File: src/rtl/latch_bank_pkg.sv
// Shared types and helpers for the latch bank write scheduler.
// Optional feature macro: LATCH_BANK_CLEAR_EN (adds the CLEAR state).
package latch_bank_pkg;

  typedef enum logic [2:0] {
    ST_IDLE   = 3'd0,
    ST_SETUP  = 3'd1,
    ST_ENABLE = 3'd2,
    ST_HOLD   = 3'd3,
    ST_CLEAR  = 3'd4
  } state_t;

  localparam int DEF_NREQ   = 4;
  localparam int DEF_DW     = 8;
  localparam int DEF_AW     = 3;
  localparam int DEF_EN_CYC = 1;

  // Widest address the decode helper handles; callers truncate the result.
  localparam int MAX_AW = 8;
  localparam int MAX_EN = 1 << MAX_AW;

  // One-hot decode of a latch entry address.
  function automatic logic [MAX_EN-1:0] addr_onehot(input logic [MAX_AW-1:0] addr);
    return MAX_EN'(1) << addr;
  endfunction

endpackage

File: src/rtl/latch_bank_write_sched_rr_arbiter.sv
// Combinational round-robin picker: first set request at or above ptr,
// wrapping modulo NREQ (NREQ need not be a power of two).
module rr_arbiter #(
  parameter int NREQ = 4,
  parameter int PW   = (NREQ > 1) ? $clog2(NREQ) : 1
) (
  input  logic [NREQ-1:0] req,
  input  logic [PW-1:0]   ptr,
  output logic [PW-1:0]   winner,
  output logic            valid
);

  logic [NREQ-1:0] rot;
  logic [PW-1:0]   off;
  logic [PW:0]     sum;

  // Rotate requests so ptr sits at bit 0, take the lowest set bit, rotate back.
  always_comb begin
    rot   = NREQ'({req, req} >> ptr);
    valid = 1'b0;
    off   = '0;
    for (int i = NREQ - 1; i >= 0; i--) begin
      if (rot[i]) begin
        valid = 1'b1;
        off   = PW'(i);
      end
    end
    sum = {1'b0, ptr} + {1'b0, off};
    if (sum >= (PW+1)'(NREQ)) begin
      sum = sum - (PW+1)'(NREQ);
    end
    winner = sum[PW-1:0];
  end

endmodule

File: src/rtl/latch_bank_write_sched.sv
// Write scheduler for a bank of enable-gated D latches. Arbitrates NREQ
// requesters round-robin and sequences each write as setup / enable pulse /
// hold so D and address are stable around both latch enable edges.
// Optional feature macro: LATCH_BANK_CLEAR_EN adds clr_req/clr_done and a
// CLEAR state that pulses lat_rstn low for EN_CYC cycles.
//
// state  | meaning
// IDLE   | waiting; arbitrates req (or clr_req) every cycle
// SETUP  | lat_data driven with captured data, enables off
// ENABLE | one-hot enable on captured entry for EN_CYC cycles
// HOLD   | enables off, data held, done pulse, advance rr_ptr
// CLEAR  | lat_rstn low for EN_CYC cycles (clear feature only)
module latch_bank_write_sched
  import latch_bank_pkg::*;
#(
  parameter int NREQ   = DEF_NREQ,
  parameter int DW     = DEF_DW,
  parameter int AW     = DEF_AW,
  parameter int EN_CYC = DEF_EN_CYC
) (
  input  logic                 clk,
  input  logic                 rstn,
  input  logic [NREQ-1:0]      req,
  input  logic [NREQ*AW-1:0]   req_addr,
  input  logic [NREQ*DW-1:0]   req_data,
  output logic [NREQ-1:0]      gnt,
  output logic [NREQ-1:0]      done,
  output logic                 busy,
  output logic [DW-1:0]        lat_data,
  output logic [(1<<AW)-1:0]   lat_en,
  output logic                 lat_rstn
`ifdef LATCH_BANK_CLEAR_EN
  ,
  input  logic                 clr_req,
  output logic                 clr_done
`endif
);

  localparam int NE = 1 << AW;
  localparam int PW = (NREQ > 1) ? $clog2(NREQ) : 1;
  localparam int CW = (EN_CYC > 1) ? $clog2(EN_CYC) : 1;
  localparam logic [CW-1:0] CNT_LOAD = CW'(EN_CYC - 1);

  state_t        state;
  logic [PW-1:0] rr_ptr;
  logic [PW-1:0] win;
  logic [AW-1:0] cap_addr;
  logic [CW-1:0] cnt;

  logic [PW-1:0] arb_winner;
  logic          arb_valid;

  rr_arbiter #(
    .NREQ (NREQ),
    .PW   (PW)
  ) u_arb (
    .req    (req),
    .ptr    (rr_ptr),
    .winner (arb_winner),
    .valid  (arb_valid)
  );

  // Sequencer: every output is a register updated alongside the state.
  always_ff @(posedge clk) begin
    if (!rstn) begin
      state    <= ST_IDLE;
      rr_ptr   <= '0;
      win      <= '0;
      cap_addr <= '0;
      cnt      <= '0;
      gnt      <= '0;
      done     <= '0;
      busy     <= 1'b0;
      lat_data <= '0;
      lat_en   <= '0;
      lat_rstn <= 1'b0;
`ifdef LATCH_BANK_CLEAR_EN
      clr_done <= 1'b0;
`endif
    end else begin
      gnt      <= '0;
      done     <= '0;
      lat_rstn <= 1'b1;
`ifdef LATCH_BANK_CLEAR_EN
      clr_done <= 1'b0;
`endif
      case (state)
        ST_IDLE: begin
`ifdef LATCH_BANK_CLEAR_EN
          if (clr_req) begin
            state    <= ST_CLEAR;
            busy     <= 1'b1;
            lat_rstn <= 1'b0;
            cnt      <= CNT_LOAD;
          end else
`endif
          if (arb_valid) begin
            state    <= ST_SETUP;
            busy     <= 1'b1;
            win      <= arb_winner;
            gnt      <= NREQ'(1) << arb_winner;
            cap_addr <= req_addr[arb_winner*AW +: AW];
            // Data is captured straight into the D register so it is
            // already stable during the SETUP cycle.
            lat_data <= req_data[arb_winner*DW +: DW];
          end
        end
        ST_SETUP: begin
          state  <= ST_ENABLE;
          lat_en <= NE'(addr_onehot(MAX_AW'(cap_addr)));
          cnt    <= CNT_LOAD;
        end
        ST_ENABLE: begin
          if (cnt == '0) begin
            state  <= ST_HOLD;
            lat_en <= '0;
            done   <= NREQ'(1) << win;
          end else begin
            cnt <= cnt - 1'b1;
          end
        end
        ST_HOLD: begin
          state  <= ST_IDLE;
          busy   <= 1'b0;
          rr_ptr <= (win == PW'(NREQ - 1)) ? '0 : win + 1'b1;
        end
`ifdef LATCH_BANK_CLEAR_EN
        ST_CLEAR: begin
          if (cnt == '0) begin
            state    <= ST_IDLE;
            busy     <= 1'b0;
            clr_done <= 1'b1;
          end else begin
            cnt      <= cnt - 1'b1;
            lat_rstn <= 1'b0;
          end
        end
`endif
        default: begin
          state  <= ST_IDLE;
          busy   <= 1'b0;
          lat_en <= '0;
        end
      endcase
    end
  end

endmodule
File: config.mk
export PLATFORM = sky130hd
export DESIGN_NAME = latch_bank_write_sched
export DESIGN_NICKNAME = d
export VERILOG_FILES = /design/src/rtl/latch_bank_pkg.sv /design/src/rtl/latch_bank_write_sched_rr_arbiter.sv /design/src/rtl/latch_bank_write_sched.sv
export SDC_FILE = /design/constraint.sdc
export NUM_CORES = 1
export LEC_CHECK = 0
export ABC_AREA = 1
export ABC_CLOCK_PERIOD_IN_PS = 2200
export BUFFER_PORTS_ARGS = -buffer_cell sky130_fd_sc_hd__buf_2
export CORE_ASPECT_RATIO = 0.75
export CORE_UTILIZATION = 35
export DETAILED_ROUTE_END_ITERATION = 12
export GPL_ROUTABILITY_DRIVEN = 0
export PLACE_DENSITY = 0.67
export SLEW_MARGIN = 30
export SYNTH_ARGS = -nofsm -noshare
export SYNTH_HDL_FRONTEND = slang
export SYNTH_SLANG_ARGS = --single-unit
File: constraint.sdc
create_clock -name clk -period 2.2 [get_ports clk]
set_input_delay 0.11 -clock clk [delete_from_list [all_inputs] [get_ports clk]]
set_output_delay 0.11 -clock clk [all_outputs]
set_load 0.1 [all_outputs]
Yosys cells after proc, flatten, opt, wreduce, memory -nomap -nowiden --
Cells that the tools add are included.
Cells by class: add/sub/neg operators 4, multiply operators 1, order comparisons 1, equal/unequal tests 6, shift-type cells 6, muxes and demuxes 20, bitwise logic cells 4, reductions and logical operators 10
Operators by type and width (number):
- $shiftx A32 B6 Y8 | 1
- $pmux W8 S3 | 1
- $mux W2 | 6
- $shiftx A12 B5 Y3 | 1
- $pmux W3 S3 | 1
- $mux W8 | 1
- $reduce_and A2 Y1 | 4
- $shl A1 B2 Y4 const A | 2
- $shl A1 B3 Y8 const A | 1
- $shr A8 B2 Y4 | 1
- $mux W1 | 7
- $eq A3 B2 Y1 const B | 2
- $mux W3 | 2
- $mul A2 B2 Y4 const B | 1
- $ne A2 B2 Y1 const B | 2
- $not A1 Y1 | 4
- $pmux W1 S2 | 2
- $reduce_or A2 Y1 | 2
- $add A2 B2 Y3 | 1
- $eq A3 B1 Y1 const B | 1
- $ge A3 B3 Y1 const B | 1
- $logic_not A3 Y1 | 1
- $reduce_and A3 Y1 | 1
- $reduce_or A3 Y1 | 1
- other kinds (5) | 5
Storage, ports and cells: register bits after elaboration 37, input port bits 50, output and inout bits 26, word-level logic and storage cells 63

Depth between registers and ports, before layout --
word-level depth 10, gate-level depth with buffers 16, mapped depth without buffers 15

Modules after synthesis --
Synthesis repeated with hierarchy kept, for this count alone.
Unflattened totals: cell total of the unflattened synthesis 275, area total of the unflattened synthesis 1796.7 µm²
Modules (own cells, without submodules):
- latch_bank_write_sched | times used 1, cells an instance 240, area each 1631.6 µm², sequential area each 700.7 µm²
- rr_arbiter | times used 1, cells an instance 35, area each 165.2 µm², sequential area each 0.0 µm²

Least setup slack after synthesis --
OpenSTA, ideal clock, no wires.
path type register to register, start register rr_ptr[0], end register lat_data[1], library setup time 0.056 ns, data arrival time 2.084 ns, data required time 2.144 ns, path slack 0.060 ns, cell stages (with the launch flop) 17, buffers on the path 2, period minus slack after synthesis 2.140 ns, cells stage by stage dfxtp_1 -> inv_2 -> nand2_1 -> nand3_1 -> nand2_2 -> nand3_1 -> a21boi_0 -> ha_1 -> clkbuf_1 -> inv_1 -> clkbuf_1 -> nand2_1 -> nand2_1 -> nand3_1 -> nand3_1 -> nand2_1 -> inv_1
On the way: word-level cells in the longest chain between the ends 9, elaborated cells between the ends (all ways) 15, those cells by class add/sub (2); order compare (1); shift (2); mux (9); reduce/logical (1)
Ends and longest elaborated chain:
- start, declared | RTL line latch_bank_write_sched.sv:45 | logic [PW-1:0] rr_ptr;
- start signal, assigned | RTL line latch_bank_write_sched.sv:125 | rr_ptr <= (win == PW'(NREQ - 1)) ? '0 : win + 1'b1;
- $shr A8 B2 Y4 | RTL line latch_bank_write_sched_rr_arbiter.sv:19 | rot = NREQ'({req, req} >> ptr);
- $mux W2 (4 in a row) | RTL line latch_bank_write_sched_rr_arbiter.sv:23 | if (rot[i]) begin
- $add A2 B2 Y3 (*) | RTL line latch_bank_write_sched_rr_arbiter.sv:28 | sum = {1'b0, ptr} + {1'b0, off};
- $ge A3 B3 Y1 / $sub A2 B1 Y2 (equally long branches) | RTL line latch_bank_write_sched_rr_arbiter.sv:29, latch_bank_write_sched_rr_arbiter.sv:30
- $mux W2 (*) | RTL line latch_bank_write_sched_rr_arbiter.sv:29 | if (sum >= (PW+1)'(NREQ)) begin
- named net arb_winner[0] | RTL line latch_bank_write_sched.sv:50 | logic [PW-1:0] arb_winner;
- $shiftx A32 B6 Y8 (*) | RTL line latch_bank_write_sched.sv:105 | lat_data <= req_data[arb_winner*DW +: DW];
- end signal, assigned | RTL line latch_bank_write_sched.sv:105
- end, declared | RTL line latch_bank_write_sched.sv:29 | output logic [DW-1:0] lat_data,
The timed path passes the listed nets; every way through them passes the cells marked *. A chain may end at the register's enable or synchronous reset.

Final worst setup path --
start register rr_ptr[0], end register gnt[3]
On the way: word-level cells in the longest chain between the ends 9, elaborated cells between the ends (all ways) 15, those cells by class add/sub (2); order compare (1); shift (2); mux (9); reduce/logical (1)
Ends and longest elaborated chain:
- $shr A8 B2 Y4 | RTL line latch_bank_write_sched_rr_arbiter.sv:19
- $mux W2 (4 in a row) | RTL line latch_bank_write_sched_rr_arbiter.sv:23
- $add A2 B2 Y3 | RTL line latch_bank_write_sched_rr_arbiter.sv:28
- $ge A3 B3 Y1 / $sub A2 B1 Y2 (equally long branches) | RTL line latch_bank_write_sched_rr_arbiter.sv:29, latch_bank_write_sched_rr_arbiter.sv:30
- $mux W2 | RTL line latch_bank_write_sched_rr_arbiter.sv:29
- $shl A1 B2 Y4 | RTL line latch_bank_write_sched.sv:101 | gnt <= NREQ'(1) << arb_winner;
- end signal, assigned | RTL line latch_bank_write_sched.sv:101
- end, declared | RTL line latch_bank_write_sched.sv:26 | output logic [NREQ-1:0] gnt,
Parallel ways exist; a longest one is shown, timed or not.

==> results.json <==
{
  "tightest_slew_ns": 0.711,
  "worst_ep_required_time_ns": 2.38,
  "timing.setup.tns_ns": 0,
  "grtUsageTotal_pct": 17.3,
  "vdd_drop_max_v": 0.000790,
  "htree_num_levels": 2,
  "layout-drive-gt1-share_pct": 31.1,
  "yosysWarnings": 0,
  "grt_max_degree": 23,
  "area_delta_synth_final_pct": 28.9,
  "grt_pass1_vias": 1816,
  "synth_cells": 298,
  "pre_cts_ws_ns": -0.0674,
  "initial_utilization_pct": 36.4,
  "grt_pass1_wl_um": 7770,
  "num_vias": 2021,
  "drtIter0Drc": 76,
  "synth_area_um2": 1950,
  "synth_edf_count": 0,
  "clk_path_buf_depth": 2,
  "finClkSkew_ns": 0.00661,
  "drt-met1-wl_um": 2350,
  "io_pins": 76,
  "fmax_mhz": 494,
  "rows": 23,
  "ys_ff_latch": 35,
  "insertion_delay_ns": 0.28,
  "drc_errors": 0,
  "synth_flop_cell": "dfxtp_1",
  "die_h_um": 66.6,
  "slew_violations": 0,
  "crit_type": "reg2reg",
  "cap_violations": 0,
  "wl_met2_um": 2020,
  "cp_data_arrival_time_ns": 2.21,
  "antenna_found_initial": 0,
  "ant_nets": 0,
  "cp-start-kind": "register",
  "ff2ff_setup_slack_ns": 0.17,
  "critPathCaptureType": "register",
  "die-area_um2": 5870,
  "port_buffers": 75,
  "synth_fp_nets": 354,
  "hold_path_class": "in2reg",
  "firstDrtPassIters": 4,
  "ys_seq_area_share_pct": 36.0,
  "avgViaCountPerCell": 4.51,
  "core-area_um2": 5350,
  "totalWireLength_um": 4730,
  "cts_tree": "done",
  "routedWlPerCell_um": 10.6,
  "p_leak_nw": 1.38,
  "top_layer": "met4",
  "root_buffer": "clkbuf_8",
  "nFillCells": 587,
  "layout_commonest_cell": "nand2_1",
  "setup-violations-final": 0,
  "fin_crit_ns": 2.03,
  "dieWidth_um": 88.1,
  "ys_types": 26,
  "nets": 428,
  "met3_length_um": 295,
  "power.total_mw": 3.81,
  "avgSynthCellArea_um2": 6.53,
  "fin_ws_ns": 0.175,
  "period_share_pct": 92.1,
  "powerDensity_nw_per_um2": 1520,
  "cts_sinks": 35,
  "path_max_fanout": 12,
  "slew_headroom_pct": 52.6,
  "hpwl_um": 3570,
  "mostFrequentLayoutCells": "nand2_1 (111), buf_2 (75), nand3_1 (33), dfxtp_1 (33), inv_1 (24)",
  "numCtsBuffers": 5,
  "clk_pin_slew_ns": 0.07,
  "globalRouteOverflowTotal": 0,
  "antenna_cells": 0,
  "outcome": "complete, no violations",
  "hold_viol_final": 0,
  "synth_async_sr_flop_share_pct": 0
}
path summary, 6_finish.rpt:
path                  start   endpoint  cells after the start
setup / recovery  rr_ptr[0]     gnt[3]                     14
hold / removal         rstn   lat_rstn                      1
setup reg to reg  rr_ptr[0]     gnt[3]                     14
hold reg to reg   lat_en[0]  lat_en[0]                      2
where the power goes:
group          leakage [nW]  internal (mW)  total (mW)  switching (mW)
Clock                0.0422          0.222       0.438           0.216
Sequential            0.288          0.801       0.930           0.129
Combinational          1.05          0.673        2.44            1.77
Total                  1.38           1.70        3.81            2.11
area by class of cell:
cell class / count / area, um^2 / area share (%)
Sequential cell: 35 / 706 / 28.1
Clock buffer: 7 / 76.3 / 3.04
Multi-Input combinational cell: 220 / 1080 / 43.0
Clock inverter: 1 / 5.00 / 0.199
Inverter: 29 / 109 / 4.34
Tap cell: 75 / 93.8 / 3.74
Timing Repair Buffer: 81 / 440 / 17.5
cells by family (layout without fill, tap and decap cells):
family	Yosys count	in the layout	synth area share (%)
compound gates	24	24	7.78
xor+xnor	1	1	0.450
fa+ha+maj	6	6	3.86
buf+inv	43	118	9.32
flops	35	35	36.0
simple gates	189	189	42.6
state kept, by name (all words and copies together) (netlist names):
signal,flops
done,4
rr_ptr,2
state,2
win,2
lat_rstn,1
lat_en,8
busy,1
gnt,4
lat_data,8
cap_addr,3
critical path, cell delays in order (launching register included):
cell,delay (ns)
dfxtp_4,0.39
inv_2,0.06
nand2_1,0.07
nand3_1,0.09
nand2_2,0.11
nand3_1,0.07
a21boi_1,0.15
ha_2,0.21
xor2_2,0.18
inv_1,0.07
nand3_2,0.11
nand2_4,0.10
buf_4,0.17
nand3_2,0.08
nor2_1,0.06
per-stage QoR:
| step | cells | utilization, % | cell area (um^2) | hold slack, ns |
|---|---|---|---|---|
| floorplan | 298 | - | 1950 | 0.138 |
| global placement | 439 | 44.7 | 2390 | 0.369 |
| detailed placement | 439 | 44.7 | 2390 | 0.370 |
| CTS | 447 | 46.3 | 2480 | 0.0656 |
| global route | 448 | 46.9 | 2510 | 0.0695 |
| finish | 448 | 46.9 | 2510 | 0.0699 |
Yosys cell counts, types with 3 or more instances:
library cell / instances / share of area (%)
nand2_2: 6 / 1.9
inv_2: 4 / 0.77
nor2_2: 7 / 2.2
buf_2: 4 / 1.0
nand2_1: 111 / 21
nand3_2: 3 / 1.5
nand3_1: 33 / 8.5
a21oi_1: 10 / 2.6
clkbuf_1: 7 / 1.3
o21ai_0: 6 / 1.5
a22oi_1: 4 / 1.5
dfxtp_1: 35 / 36
ha_1: 6 / 3.9
inv_1: 25 / 4.8
nor2_1: 22 / 4.2
timing repair:
item,in CTS,in global routing
hold buffers,0,0
buffers inserted,0,1
gates cloned,0,0
endpoints found under the setup margin,11,16
resized for setup,1,9
pin swaps,0,1
metal layers:
metal	up-vias	global-route usage, %
met5	-	0
met4	0	6.05
met3	6	5.08
met2	62	28.1
met1	873	21.7
li1	1080	-
Note: power is estimated with default switching activity, not from simulation.
